==> config.mk <==
export PLATFORM = sky130hd
export DESIGN_NAME = multicycle_adder
export DESIGN_NICKNAME = d
export VERILOG_FILES = /design/src/rtl/multicycle_adder.sv
export SDC_FILE = /design/constraint.sdc
export NUM_CORES = 1
export LEC_CHECK = 0
export BUFFER_PORTS_ARGS = -buffer_cell sky130_fd_sc_hd__buf_2
export CORE_MARGIN = 2
export CORE_UTILIZATION = 40
export DETAILED_ROUTE_END_ITERATION = 6
export SLEW_MARGIN = 5
export SYNTH_ARGS = -nofsm -noshare
export SYNTH_HDL_FRONTEND = slang
export SYNTH_SLANG_ARGS = --single-unit
==> constraint.sdc <==
create_clock -name clk -period 2.2 [get_ports clk]
set_input_delay 0.33 -clock clk [delete_from_list [all_inputs] [get_ports clk]]
set_output_delay 0.33 -clock clk [all_outputs]
set_load 0.005 [all_outputs]
==> src/rtl/multicycle_adder.sv <==
// Chunk-serial adder/subtractor: one CHUNK-bit slice per clock, LSB slice first.
// s/cout/ovf update only on completion, and done pulses on the same edge.
module multicycle_adder #(
    parameter int unsigned WIDTH = 16,
    parameter int unsigned CHUNK = 4
) (
    input  logic             clk,
    input  logic             rst,
    input  logic             start,
    input  logic             sub,
    input  logic [WIDTH-1:0] a,
    input  logic [WIDTH-1:0] b,
    input  logic             cin,
    output logic [WIDTH-1:0] s,
    output logic             cout,
    output logic             ovf,
    output logic             busy,
    output logic             done
);

    localparam int unsigned NCH   = WIDTH / CHUNK;
    localparam int unsigned IDX_W = (NCH > 1) ? $clog2(NCH) : 1;

    typedef enum logic {
        IDLE = 1'b0,
        RUN  = 1'b1
    } state_e;

    state_e             state_q, state_d;
    logic [WIDTH-1:0]   a_q, a_d;
    logic [WIDTH-1:0]   b_q, b_d;
    logic               carry_q, carry_d;
    logic [IDX_W-1:0]   idx_q, idx_d;
    logic [WIDTH-1:0]   acc_q, acc_d;
    logic [WIDTH-1:0]   s_q, s_d;
    logic               cout_q, cout_d;
    logic               ovf_q, ovf_d;
    logic               busy_q, busy_d;
    logic               done_q, done_d;

    logic [CHUNK:0]     slice_sum;
    logic               msb_carry_in;

    // Operand registers shift right each slice, so the active slice always sits at bit 0.
    assign slice_sum = (CHUNK+1)'(a_q[CHUNK-1:0])
                     + (CHUNK+1)'(b_q[CHUNK-1:0])
                     + (CHUNK+1)'(carry_q);

    // Carry into the slice MSB recovered from the sum bit: c = a ^ b ^ sum.
    assign msb_carry_in = a_q[CHUNK-1] ^ b_q[CHUNK-1] ^ slice_sum[CHUNK-1];

    always_comb begin
        state_d = state_q;
        a_d     = a_q;
        b_d     = b_q;
        carry_d = carry_q;
        idx_d   = idx_q;
        acc_d   = acc_q;
        s_d     = s_q;
        cout_d  = cout_q;
        ovf_d   = ovf_q;
        busy_d  = busy_q;
        done_d  = 1'b0;

        unique case (state_q)
            IDLE: begin
                if (start) begin
                    state_d = RUN;
                    a_d     = a;
                    b_d     = sub ? ~b : b;
                    carry_d = sub ? ~cin : cin;
                    idx_d   = '0;
                    acc_d   = '0;
                    busy_d  = 1'b1;
                end
            end
            RUN: begin
                // Each slice enters at the top of the accumulator and walks down.
                acc_d   = (acc_q >> CHUNK) | (WIDTH'(slice_sum[CHUNK-1:0]) << (WIDTH - CHUNK));
                a_d     = a_q >> CHUNK;
                b_d     = b_q >> CHUNK;
                carry_d = slice_sum[CHUNK];
                idx_d   = idx_q + IDX_W'(1);
                if (idx_q == IDX_W'(NCH - 1)) begin
                    state_d = IDLE;
                    s_d     = acc_d;
                    cout_d  = slice_sum[CHUNK];
                    ovf_d   = msb_carry_in ^ slice_sum[CHUNK];
                    busy_d  = 1'b0;
                    done_d  = 1'b1;
                end
            end
            default: state_d = IDLE;
        endcase
    end

    always_ff @(posedge clk) begin
        if (rst) begin
            state_q <= IDLE;
            a_q     <= '0;
            b_q     <= '0;
            carry_q <= 1'b0;
            idx_q   <= '0;
            acc_q   <= '0;
            s_q     <= '0;
            cout_q  <= 1'b0;
            ovf_q   <= 1'b0;
            busy_q  <= 1'b0;
            done_q  <= 1'b0;
        end else begin
            state_q <= state_d;
            a_q     <= a_d;
            b_q     <= b_d;
            carry_q <= carry_d;
            idx_q   <= idx_d;
            acc_q   <= acc_d;
            s_q     <= s_d;
            cout_q  <= cout_d;
            ovf_q   <= ovf_d;
            busy_q  <= busy_d;
            done_q  <= done_d;
        end
    end

    assign s    = s_q;
    assign cout = cout_q;
    assign ovf  = ovf_q;
    assign busy = busy_q;
    assign done = done_q;

endmodule

==> impl_metrics.py <==
metrics = {
    "critical_path": {
        "arrival_ns": 2.22,
        "cpLargestDelayFamily": "adder cells",
        "worst_path_most_repeated_cell": "fa_1",
        "max_stage_delay_ns": 0.46,
        "worstSetupPathType": "reg2reg",
        "cp-start-kind": "register",
        "crit_fanout": 3,
        "crit_required_ns": 2.43,
        "worst-path-buf-inv": 0,
        "critPathCaptureType": "register",
        "crit_chain": "fa_1 > fa_1 > a21o_1 > a21oi_1 > xnor2_1 > o21ai_1",
        "cp_slowest_cell": "fa_1",
    },
    "route": {
        "drt_iter0_markers": 119,
        "ant_nets": 0,
        "drtPass1Iterations": 5,
        "routed_wl_um": 5739,
        "vias_per_cell": 4.900,
        "wl_per_cell_um": 12.53,
        "num_vias": 2244,
        "drcViolationCount": 0,
    },
    "logic_synthesis": {
        "synth_area_um2": 2874,
        "ys_async_sr_fraction": 0,
        "syn_inst": 310,
        "synth_cell_types": 32,
        "synth-seq-cells": 68,
        "netlist.top_cell.by_area": "dfxtp_1",
        "synth_nets": 353,
        "synth_ff_type": "dfxtp_1",
        "synth_edf_count": 0,
        "synth_most_common_cell": "nor2_1",
        "synth_top_area_frac": 0.4737,
        "synth_common_cells": "nor2_1 (71), dfxtp_1 (68), a21oi_1 (39)",
        "syn_area_per_cell_um2": 9.271,
        "yosysSeqAreaShare": 0.4737,
        "yosys-top-cells-area": "dfxtp_1 (47%), nor2_1 (9.3%), a21oi_1 (6.8%)",
        "synth_warnings": 0,
    },
    "timing": {
        "final.min_clock_period_ns": 1.982,
        "clock_skew_ns": 0.007623,
        "slew_viol_final": 0,
        "finalHoldWorstSlack_ns": 0.2254,
        "period_share": 0.9011,
        "rsz0062_at_grt": "no",
        "tightest_slew_ns": 0.6931,
        "setup_viol": 0,
        "tns_ns": 0,
        "max_clock_freq_mhz": 504.5,
        "timing.slew.headroom": 0.5379,
        "hold_violations": 0,
    },
    "finish": {
        "area_growth_pct": 20.16,
        "drive_gt1_frac": 0.2293,
        "seq_area_um2": 1363,
        "antennaDiodeCount": 0,
        "multi_input_area_um2": 1354,
        "nFillCells": 683,
        "nNetsFinal": 400,
    },
    "die": {
        "die_h_um": 88.77,
        "boundaryPins": 57,
        "coreArea_um2": 6869,
        "start_util": 0.4184,
        "row_count": 30,
        "die_x_um": 88.77,
        "die_area_um2": 7879,
    },
    "global_routing": {
        "grt_max_degree": 64,
        "overflow": 0,
        "grt_pass1_wl_um": 9570,
        "met1_usage": 0.1997,
        "grt_util_met2": 0.2442,
        "busiest_layer": "met2",
        "antenna_found_initial": 0,
        "use_met3": 0.06530,
        "grt_pass1_vias": 2056,
        "grtUsageTotal": 0.1577,
    },
    "clocking": {
        "numClockSinks": 68,
        "cts_root_buffer": "clkbuf_8",
        "ctsHoldBuffers": 0,
        "cts.clk_slew.worst_paths_ns": 0.07,
        "cts_tree": "done",
        "postCtsSetupRepairBufs": 0,
        "cts_buffer_depth": 2,
        "post_cts_resized": 0,
        "htree_levels": 3,
        "clock_latency_ns": 0.34,
        "cts_buffers": 9,
    },
    "place": {
        "io_buffers": 56,
        "gp_congestion": 0.7746,
        "hpwlAfterDp_um": 3936,
    },
    "power_and_ir_drop": {
        "max-vdd-ir-drop_mv": 0.4549,
        "powerDensity_nw_per_um2": 855.0,
        "leakage_nw": 1.506,
    },
    "run_status": {
        "status": "complete, no violations",
    },
    "run": {
        "max_cap_viol_count": 0,
    },
    "min_path": {
        "hp-class": "in2reg",
    },
}
-- power by group --
group | leakage, nW | internal (mW) | total (mW) | switching [mW]
clock network | 0.127 | 0.870 | 1.34 | 0.469
logic | 0.825 | 0.134 | 0.293 | 0.159
registers | 0.555 | 1.28 | 1.32 | 0.0389
total | 1.51 | 2.29 | 2.95 | 0.667
-- placed cells by master (no fill, tap or decap), drive strengths merged, types with 2 or more instances in the layout --
cell / n
o21ai: 2
a211oi: 16
clkbuf: 10
nand2: 2
nor2: 71
a22o: 16
buf: 63
mux2i: 17
nor3b: 12
a21o: 2
fa: 2
nor2b: 2
inv: 2
xnor2: 19
bufinv: 4
dfxtp: 68
a21oi: 40
ha: 4
-- flip-flops by register name, summed over array words and instances (netlist names) --
signal,cells
a_q,16
acc_q,12
b_q,16
busy,1
carry_q,1
cout,1
done,1
idx_q,2
ovf,1
s,16
state_q,1
-- worst paths after layout --
check	start	end	slack [ns]	cells after the start
worst max-delay path	a_q[0]$_SDFFE_PP0P_	ovf$_SDFFE_PP0P_	0.22	6
worst min-delay path	a[14]	a_q[14]$_SDFFE_PP0P_	0.23	3
worst max register to register	a_q[0]$_SDFFE_PP0P_	ovf$_SDFFE_PP0P_	0.22	6
worst min register to register	ovf$_SDFFE_PP0P_	ovf$_SDFFE_PP0P_	0.44	2
-- cell families after synthesis --
family,Yosys count,synth area share
flip-flops,68,0.4737
buffers and inverters,29,0.05528
AO/OA/AOI/OAI,79,0.1789
multiplexers,17,0.05921
XOR/XNOR,20,0.06095
adder cells (fa/ha/maj),6,0.03135
AND/OR/NAND/NOR,91,0.1406
-- worst register-to-register path, stage by stage, from the launching register on --
cell	delay (ns)
dfxtp_1	0.33
fa_1	0.46
fa_1	0.42
a21o_1	0.20
a21oi_1	0.24
xnor2_1	0.16
o21ai_1	0.07
-- layer usage --
metal  up-vias  share of wire
li1       1160              -
met1      1005           0.49
met2        68           0.42
met3        11          0.069
met4         0          0.017
met5         -              0
-- metrics by stage --
step	util	instance area, µm²	power [mW]	instances	setup slack, ns
after floorplan	-	2874	1.562	310	0.3540
final	0.5027	3453	2.953	458	0.2177
after global routing	0.5027	3453	3.095	458	0.1171
after CTS	0.5027	3453	2.986	458	0.2063
after global placement	0.4643	3189	1.641	442	0.2771
after detailed placement	0.4643	3189	1.646	442	0.2144
-- cell type report --
class,instances,area share
clock buffers,10,0.03696
well taps,96,0.03478
inverters,2,0.002174
multi-input cells,213,0.3920
flip-flops and latches,68,0.3946
clock inverters,6,0.03949
repair buffers,63,0.1000
(Power assumes the default switching activity.)
